## config.mk

```make
export PLATFORM = sky130hd
export DESIGN_NAME = bin_to_bcd_digits
export DESIGN_NICKNAME = d
export VERILOG_FILES = /design/src/rtl/freq_disp_pkg.sv /design/src/rtl/bcd_digit_adj.sv /design/src/rtl/bin_to_bcd_digits.sv
export SDC_FILE = /design/constraint.sdc
export NUM_CORES = 1
export LEC_CHECK = 0
export CORE_MARGIN = 3
export CORE_UTILIZATION = 54
export DETAILED_ROUTE_END_ITERATION = 12
export GPL_TIMING_DRIVEN = 0
export PLACE_DENSITY_LB_ADDON = 0.08
export SYNTH_ARGS = -nofsm -noshare
export SYNTH_HDL_FRONTEND = slang
export SYNTH_HIERARCHICAL = 1
export SYNTH_SLANG_ARGS = --single-unit
```

## constraint.sdc

```tcl
create_clock -name clk -period 1.55 [get_ports clk]
set_input_delay 0.2325 -clock clk [delete_from_list [all_inputs] [get_ports clk]]
set_output_delay 0.2325 -clock clk [all_outputs]
set_load 0.01 [all_outputs]
```

## src/rtl/freq_disp_pkg.sv

```systemverilog
// Shared constants and FSM state type for the frequency display binary-to-BCD path.
package freq_disp_pkg;

  localparam int          DIGITS    = 8;
  localparam int          BCD_W     = 32;
  localparam logic [26:0] BCD_MAX   = 27'd99_999_999;
  localparam logic [3:0]  DASH_CODE = 4'hF;

  typedef enum logic [1:0] {
    IDLE  = 2'd0,
    SHIFT = 2'd1,
    LOAD  = 2'd2
  } bcd_state_e;

endpackage

```

## src/rtl/bcd_digit_adj.sv

```systemverilog
// Double-dabble digit correction: add 3 to a BCD digit holding 5 or more before the shift.
module bcd_digit_adj (
  input  logic [3:0] d,
  output logic [3:0] q
);

  assign q = (d >= 4'd5) ? (d + 4'd3) : d;

endmodule

```

## src/rtl/bin_to_bcd_digits.sv

```systemverilog
// Sequential binary-to-BCD converter (double dabble, one bit per clock) feeding the 8-digit scan driver.
// Optional macro BCD_OVF_DASH_EN: values above 99,999,999 show as dashes with ovf set.
//
// state | meaning
// IDLE  | waiting for start; outputs hold the last result
// SHIFT | one add-3/shift step per clock, counter counts down
// LOAD  | publish digits and dp, pulse done
module bin_to_bcd_digits
  import freq_disp_pkg::*;
#(
  parameter int BIN_WIDTH = 27
) (
  input  logic                 clk,
  input  logic                 rst_n,
  input  logic                 start,
  input  logic [BIN_WIDTH-1:0] bin_in,
  input  logic                 dp_en,
  input  logic [2:0]           dp_pos,
  output logic                 busy,
  output logic                 done,
  output logic                 ovf,
  output logic [3:0]           digit0,
  output logic [3:0]           digit1,
  output logic [3:0]           digit2,
  output logic [3:0]           digit3,
  output logic [3:0]           digit4,
  output logic [3:0]           digit5,
  output logic [3:0]           digit6,
  output logic [3:0]           digit7,
  output logic [7:0]           dp
);

  localparam int CNT_W = $clog2(BIN_WIDTH + 1);

  bcd_state_e           state_q, state_d;
  logic [BCD_W-1:0]     acc_q;
  logic [BCD_W-1:0]     acc_adj;
  logic [BIN_WIDTH-1:0] bin_q;
  logic [CNT_W-1:0]     cnt_q;
  logic                 dp_en_q;
  logic [2:0]           dp_pos_q;
  logic [BCD_W-1:0]     digits_q;
  logic                 unused_carry;

  for (genvar g = 0; g < DIGITS; g++) begin : g_adj
    bcd_digit_adj u_adj (
      .d (acc_q[4*g +: 4]),
      .q (acc_adj[4*g +: 4])
    );
  end

  // A carry out of digit7 is dropped, giving the value mod 10^8.
  assign unused_carry = acc_adj[BCD_W-1];

  always_comb begin
    state_d = state_q;
    case (state_q)
      IDLE:    if (start) state_d = SHIFT;
      SHIFT:   if (cnt_q == CNT_W'(1)) state_d = LOAD;
      LOAD:    state_d = IDLE;
      default: state_d = IDLE;
    endcase
  end

`ifdef BCD_OVF_DASH_EN
  logic ovf_flag_q;
`endif

  always_ff @(posedge clk) begin
    if (!rst_n) begin
      state_q  <= IDLE;
      acc_q    <= '0;
      bin_q    <= '0;
      cnt_q    <= '0;
      dp_en_q  <= 1'b0;
      dp_pos_q <= 3'd0;
      digits_q <= '0;
      dp       <= 8'd0;
      busy     <= 1'b0;
      done     <= 1'b0;
`ifdef BCD_OVF_DASH_EN
      ovf_flag_q <= 1'b0;
      ovf        <= 1'b0;
`endif
    end else begin
      state_q <= state_d;
      done    <= 1'b0;
      case (state_q)
        IDLE: begin
          if (start) begin
            bin_q    <= bin_in;
            dp_en_q  <= dp_en;
            dp_pos_q <= dp_pos;
            acc_q    <= '0;
            cnt_q    <= CNT_W'(BIN_WIDTH);
            busy     <= 1'b1;
`ifdef BCD_OVF_DASH_EN
            ovf_flag_q <= (32'(bin_in) > 32'(BCD_MAX));
`endif
          end
        end
        SHIFT: begin
          acc_q <= {acc_adj[BCD_W-2:0], bin_q[BIN_WIDTH-1]};
          bin_q <= {bin_q[BIN_WIDTH-2:0], 1'b0};
          cnt_q <= cnt_q - CNT_W'(1);
        end
        LOAD: begin
          done <= 1'b1;
          busy <= 1'b0;
`ifdef BCD_OVF_DASH_EN
          if (ovf_flag_q) begin
            digits_q <= {DIGITS{DASH_CODE}};
            dp       <= 8'd0;
            ovf      <= 1'b1;
          end else begin
            digits_q <= acc_q;
            dp       <= dp_en_q ? (8'd1 << dp_pos_q) : 8'd0;
            ovf      <= 1'b0;
          end
`else
          digits_q <= acc_q;
          dp       <= dp_en_q ? (8'd1 << dp_pos_q) : 8'd0;
`endif
        end
        default: ;
      endcase
    end
  end

`ifndef BCD_OVF_DASH_EN
  assign ovf = 1'b0;
`endif

  assign digit0 = digits_q[3:0];
  assign digit1 = digits_q[7:4];
  assign digit2 = digits_q[11:8];
  assign digit3 = digits_q[15:12];
  assign digit4 = digits_q[19:16];
  assign digit5 = digits_q[23:20];
  assign digit6 = digits_q[27:24];
  assign digit7 = digits_q[31:28];

endmodule

```

* Yosys cells after proc, flatten, opt, wreduce, memory -nomap -nowiden
Cells that the tools add are included.
** Storage, ports and cells
- Register bits :: 112
- Word-level logic and storage cells :: 61
- Output and inout port bits :: 43
** Operators by class
- Eq/ne operators :: 5
- Reduce and logical (&&, ||, !) cells :: 7
- Mux-type cells :: 21
- Shift-type cells :: 1
- $lt $le $gt $ge :: 8
- $add $sub $neg :: 9
** Operator list (count)
- one-hot mux 32 bit (2 select lines) :: 1
- one-hot mux 27 bit (2 select lines) :: 1
- greater-or-equal comparator 4 x 3 -> 1 bit (second input constant) :: 8
- 2-to-1 mux 32 bit :: 1
- adder 4 x 2 -> 4 bit (second input constant) :: 7
- 2-to-1 mux 4 bit :: 7
- 2-to-1 mux 27 bit :: 1
- one-hot mux 5 bit (2 select lines) :: 1
- 2-to-1 mux 8 bit :: 1
- AND reduction 2 bit :: 4
- << shifter 1 x 3 -> 8 bit (first input constant) :: 1
- equality test 5 x 1 -> 1 bit (second input constant) :: 1
- 2-to-1 mux 5 bit :: 1
- subtractor 5 x 1 -> 5 bit (second input constant) :: 1
- 2-to-1 mux 2 bit :: 2
- inequality test 2 bit (second input constant) :: 2
- one-hot mux 2 bit (2 select lines) :: 1
- nonzero test 2 bit :: 2
- adder 3 x 2 -> 3 bit (second input constant) :: 1
- 2-to-1 mux 3 bit :: 1
- equality test 2 x 1 -> 1 bit (second input constant) :: 1
- equality test 2 bit (second input constant) :: 1
- zero test 2 bit :: 1
- 2-to-1 mux 1 bit :: 2
- one-hot mux 1 bit (2 select lines) :: 1

* Longest topological paths before layout
- Depth in word-level cells :: 3
- Depth in mapped cells :: 6
- Mapped depth without buffers :: 6

* Hierarchy
Netlist, hierarchy kept.
** Modules (own cells, without submodules)
- bin_to_bcd_digits :: area each 4166.5 µm², cells each 358, times used 1
- bcd_digit_adj :: area each 101.3 µm², cells each 16, times used 8

* Least setup slack after synthesis
No wires, ideal clock.
- Path kind :: reg-to-reg
- Start :: register acc_q[9]
- End :: register acc_q[10]
- Stages on the path, launching flop included :: 7
- Library setup time :: 0.117 ns
- Required time :: 1.433 ns
- Setup slack :: 0.251 ns
- Arrival time :: 1.182 ns
- Cell sequence :: dfxtp_1 inv_1 ha_1 nand2b_1 a21oi_2 mux2i_1 a22o_1
** On the way
- Cells in the longest elaborated chain, start to end :: 3
- Elaborated cells on any way between the ends :: 4
- Those cells by class :: add/sub: 1; order compare: 1; mux: 2
** RTL lines
- start: declaration :: RTL line bin_to_bcd_digits.sv:36 : logic [BCD_W-1:0] acc_q;
- start signal: assignment :: RTL line bin_to_bcd_digits.sv:103 : acc_q <= {acc_adj[BCD_W-2:0], bin_q[BIN_WIDTH-1]};
- adder 4 x 2 -> 4 bit or greater-or-equal comparator 4 x 3 -> 1 bit (tied branches) :: RTL line bcd_digit_adj.sv:7 : assign q = (d >= 4'd5) ? (d + 4'd3) : d;
- 2-to-1 mux 4 bit (*) :: RTL line bcd_digit_adj.sv:7
- named net acc_adj[9] :: RTL line bin_to_bcd_digits.sv:37 : logic [BCD_W-1:0] acc_adj;
- one-hot mux 32 bit (2 select lines) (*) :: RTL line bin_to_bcd_digits.sv:88 : case (state_q)
The timed path passes the listed nets; every way through them passes the cells marked *.
A chain may end at the register's enable or synchronous reset.

* Worst setup path after layout
- Start :: register digits_q[31]
- End :: output port digit7[3]
** RTL lines
- start: declaration :: RTL line bin_to_bcd_digits.sv:42 : logic [BCD_W-1:0] digits_q;
- start signal: assignment :: RTL line bin_to_bcd_digits.sv:121 : digits_q <= acc_q;
- end: declaration :: RTL line bin_to_bcd_digits.sv:29 : output logic [3:0] digit7,
No word-level cell between the ends.

==> run_results.csv <==
group,metric,value,unit
worst_setup_path,path_class,"reg -> out",
die,start_util,56.3,%
global_route,grt_pass1_vias,3660,
clocking,postCtsHoldBufs,0,
timing,slew_viol_final,0,
layout,nets,619,
worst_setup_path,slowest_stage,"clkdlybuf4s50_1",
power_and_ir_drop,pwr-share-seq,56.9,%
worst_hold_path,holdPathEnd,"dp[7]$_SDFFE_PN0P_",
worst_setup_path,cp-start-kind,"flop",
global_route,met1_usage,29.0,%
placed_design,placed_cell_area,5840,µm²
worst_setup_path,critPathMaxStageDelay,0.54,ns
detailed_routing,antenna_left,0,
power_and_ir_drop,power.switching,1.38,mW
clocking,postCtsSetupBuffers,0,
placed_design,io_buffer_count,75,
power_and_ir_drop,pwr-share-comb,12.8,%
timing,setup_viol,0,
job,maxCapViolCount,0,
placed_design,dp_hpwl,7530,µm
power_and_ir_drop,switching_share,25.6,%
global_route,met3_usage,4.71,%
global_route,antenna_found_initial,0,
worst_hold_path,holdCritStartpoint,"dp[7]$_SDFFE_PN0P_",
clocking,clk_root_buffer_cell,"clkbuf_8",
detailed_routing,drt-initial-drc-count,168,
global_route,gr-usage-all-layers,20.9,%
timing,fmaxAchievable,666,MHz
power_and_ir_drop,power_density,886,nW/µm²
logic_synthesis,syn-cell-area,4960,µm²
worst_setup_path,endpoint_kind,"output pin",
global_route,grt_first_pass_wirelength,17500,µm
detailed_routing,avgViaCountPerCell,5.79,
worst_setup_path,crit_buf_inv,1,
clocking,htreeDepth,3,
global_route,busiest_layer,"met2",
power_and_ir_drop,intPower,4.00,mW
logic_synthesis,syn-instance-count,482,
worst_setup_path,crit_arrival,1.27,ns
worst_setup_path,r2r_start,"acc_q[21]$_SDFFE_PN0P_",
layout,design_area,6060,µm²
die,boundaryPins,77,
placed_design,gp_congestion,0.823,
layout,layout-drive-gt1-share,12.8,%
detailed_routing,routed_wl,10600,µm
worst_setup_path,rrSetupSlack,0.10,ns
worst_setup_path,critPathTopFamily,"buffers and inverters",
power_and_ir_drop,report.power.total,5.37,mW
die,rows,34,
placed_design,dp_cells,665,
outcome,status,"finished clean",
logic_synthesis,syn_nets,534,
clocking,numCtsBuffers,9,
logic_synthesis,avgSynthCellArea,10.3,µm²
clocking,clkTransAtPathRegs,0.10,ns
global_route,grt_remaining_overflow,0,
power_and_ir_drop,vdd_drop_max,0.528,mV
worst_setup_path,worstPathCellList,"clkdlybuf4s50_1",
clocking,clockBufferDepth,2,
die,die-height,102,µm
timing,hold_viol,0,
worst_setup_path,reg2regPathDepth,6,
detailed_routing,drcViolationCount,0,
timing,grt_setup_unrepaired,"no",
power_and_ir_drop,p_leak,2.72,nW
detailed_routing,drt-pass1-iter-count,4,
timing,period_needed,1.50,ns
detailed_routing,avgRoutedWirePerCell,15.5,µm
clocking,insertion_delay,0.37,ns
power_and_ir_drop,p_clk_share,30.2,%
die,die_area,10400,µm²
global_route,met2_usage,33.1,%
worst_hold_path,worstHoldPathCells,1,
die,die_w,102,µm
clocking,numClockSinks,112,
layout,diodes,0,
worst_setup_path,rr_endpoint,"acc_q[22]$_SDFFE_PN0P_",
timing,hold_ws,0.472,ns
die,core-area,8810,µm²
detailed_routing,num_vias,3940,
layout,instances_no_fill,680,
clocking,cts_tree,"built",
worst_setup_path,crit_path_max_fanout,2,
timing,post-route-period-util,96.9,%
layout,syn2layout_area_growth,22.3,%
logic_synthesis,synth_warnings,6,
timing,clock_skew,0.00943,ns
global_route,grt_start_max_net_pins,19,
worst_setup_path,required,1.32,ns
worst_setup_path,path_depth,1,
worst_hold_path,hold_class,"reg -> reg",
through the flow:
step	TNS (ns)	setup slack [ns]	util, %
5_1_grt	0	0.000553	68.9
4_1_cts	0	0.00387	68.4
2_1_floorplan	0	0.251	-
3_3_place_gp	-18.03	-0.299	66.4
6_report	0	0.0480	68.9
3_5_place_dp	-20.36	-0.332	66.4
how the worst max path moves through the flow:
stage,startpoint,to,slack [ns]
2_1_floorplan,acc_q[9]$_SDFFE_PN0P_,acc_q[10]$_SDFFE_PN0P_,0.25
3_3_place_gp,rst_n,acc_q[26]$_SDFFE_PN0P_,-0.30
3_5_place_dp,start,bin_q[11]$_SDFFE_PN0P_,-0.33
4_1_cts,dp[0]$_SDFFE_PN0P_,dp[0],0.004
5_1_grt,dp[6]$_SDFFE_PN0P_,dp[6],0.0006
6_report,digits_q[31]$_SDFFE_PN0P_,digit7[3],0.05
power by group through the flow:
stage               Clock, mW  Combinational [mW]  Sequential, mW
global route             1.76               0.755            3.07
CTS                      1.67               0.691            3.06
global placement            0               0.673            3.12
detailed placement          0               0.692            3.12
finish                   1.62               0.690            3.06
floorplan                   0               0.496            3.10
placed cells by master, fill, tap and decap left out, types with 8 or more instances in the layout:
cell	n
buf_2	12
inv_1	20
mux2i_1	12
dlymetal6s2s_1	15
nor2_1	43
o221a_2	8
nand2b_1	16
clkbuf_8	10
dfxtp_1	108
nand2_1	34
a21oi_2	8
buf_6	8
clkbuf_1	9
a2bb2oi_1	26
o21ai_0	8
o221a_1	18
ha_1	18
a22o_1	66
xnor2_1	8
clkdlybuf4s50_1	57
timing repair:
| action | CTS | global route |
|---|---|---|
| endpoints found under the setup margin | 3 | 45 |
| hold endpoints to repair | 0 | 0 |
| resized for setup | 3 | 20 |
state kept, by name (all words and copies together) (netlist names):
name      flops
state_q       2
bin_q        27
dp_pos_q      3
acc_q        32
busy          1
digits_q     32
done          1
cnt_q         5
dp_en_q       1
dp            8
cell type report:
type / count / area, µm²
plain buffers: 36 / 249
clock buffers: 11 / 141
clock inverters: 5 / 38.8
fillers: 679 / 2740
inverters: 22 / 82.6
multi-input cells: 311 / 2390
flip-flops and latches: 112 / 2250
well taps: 108 / 135
repair buffers: 75 / 785
layer usage:
metal,part of all wire [%],wire length (µm),up-vias
met5,0,0,-
li1,-,-,1938
met4,0.83,88,0
met2,47,4980,78
met3,4.2,447,8
met1,48,5040,1916
(Power assumes the default switching activity.)
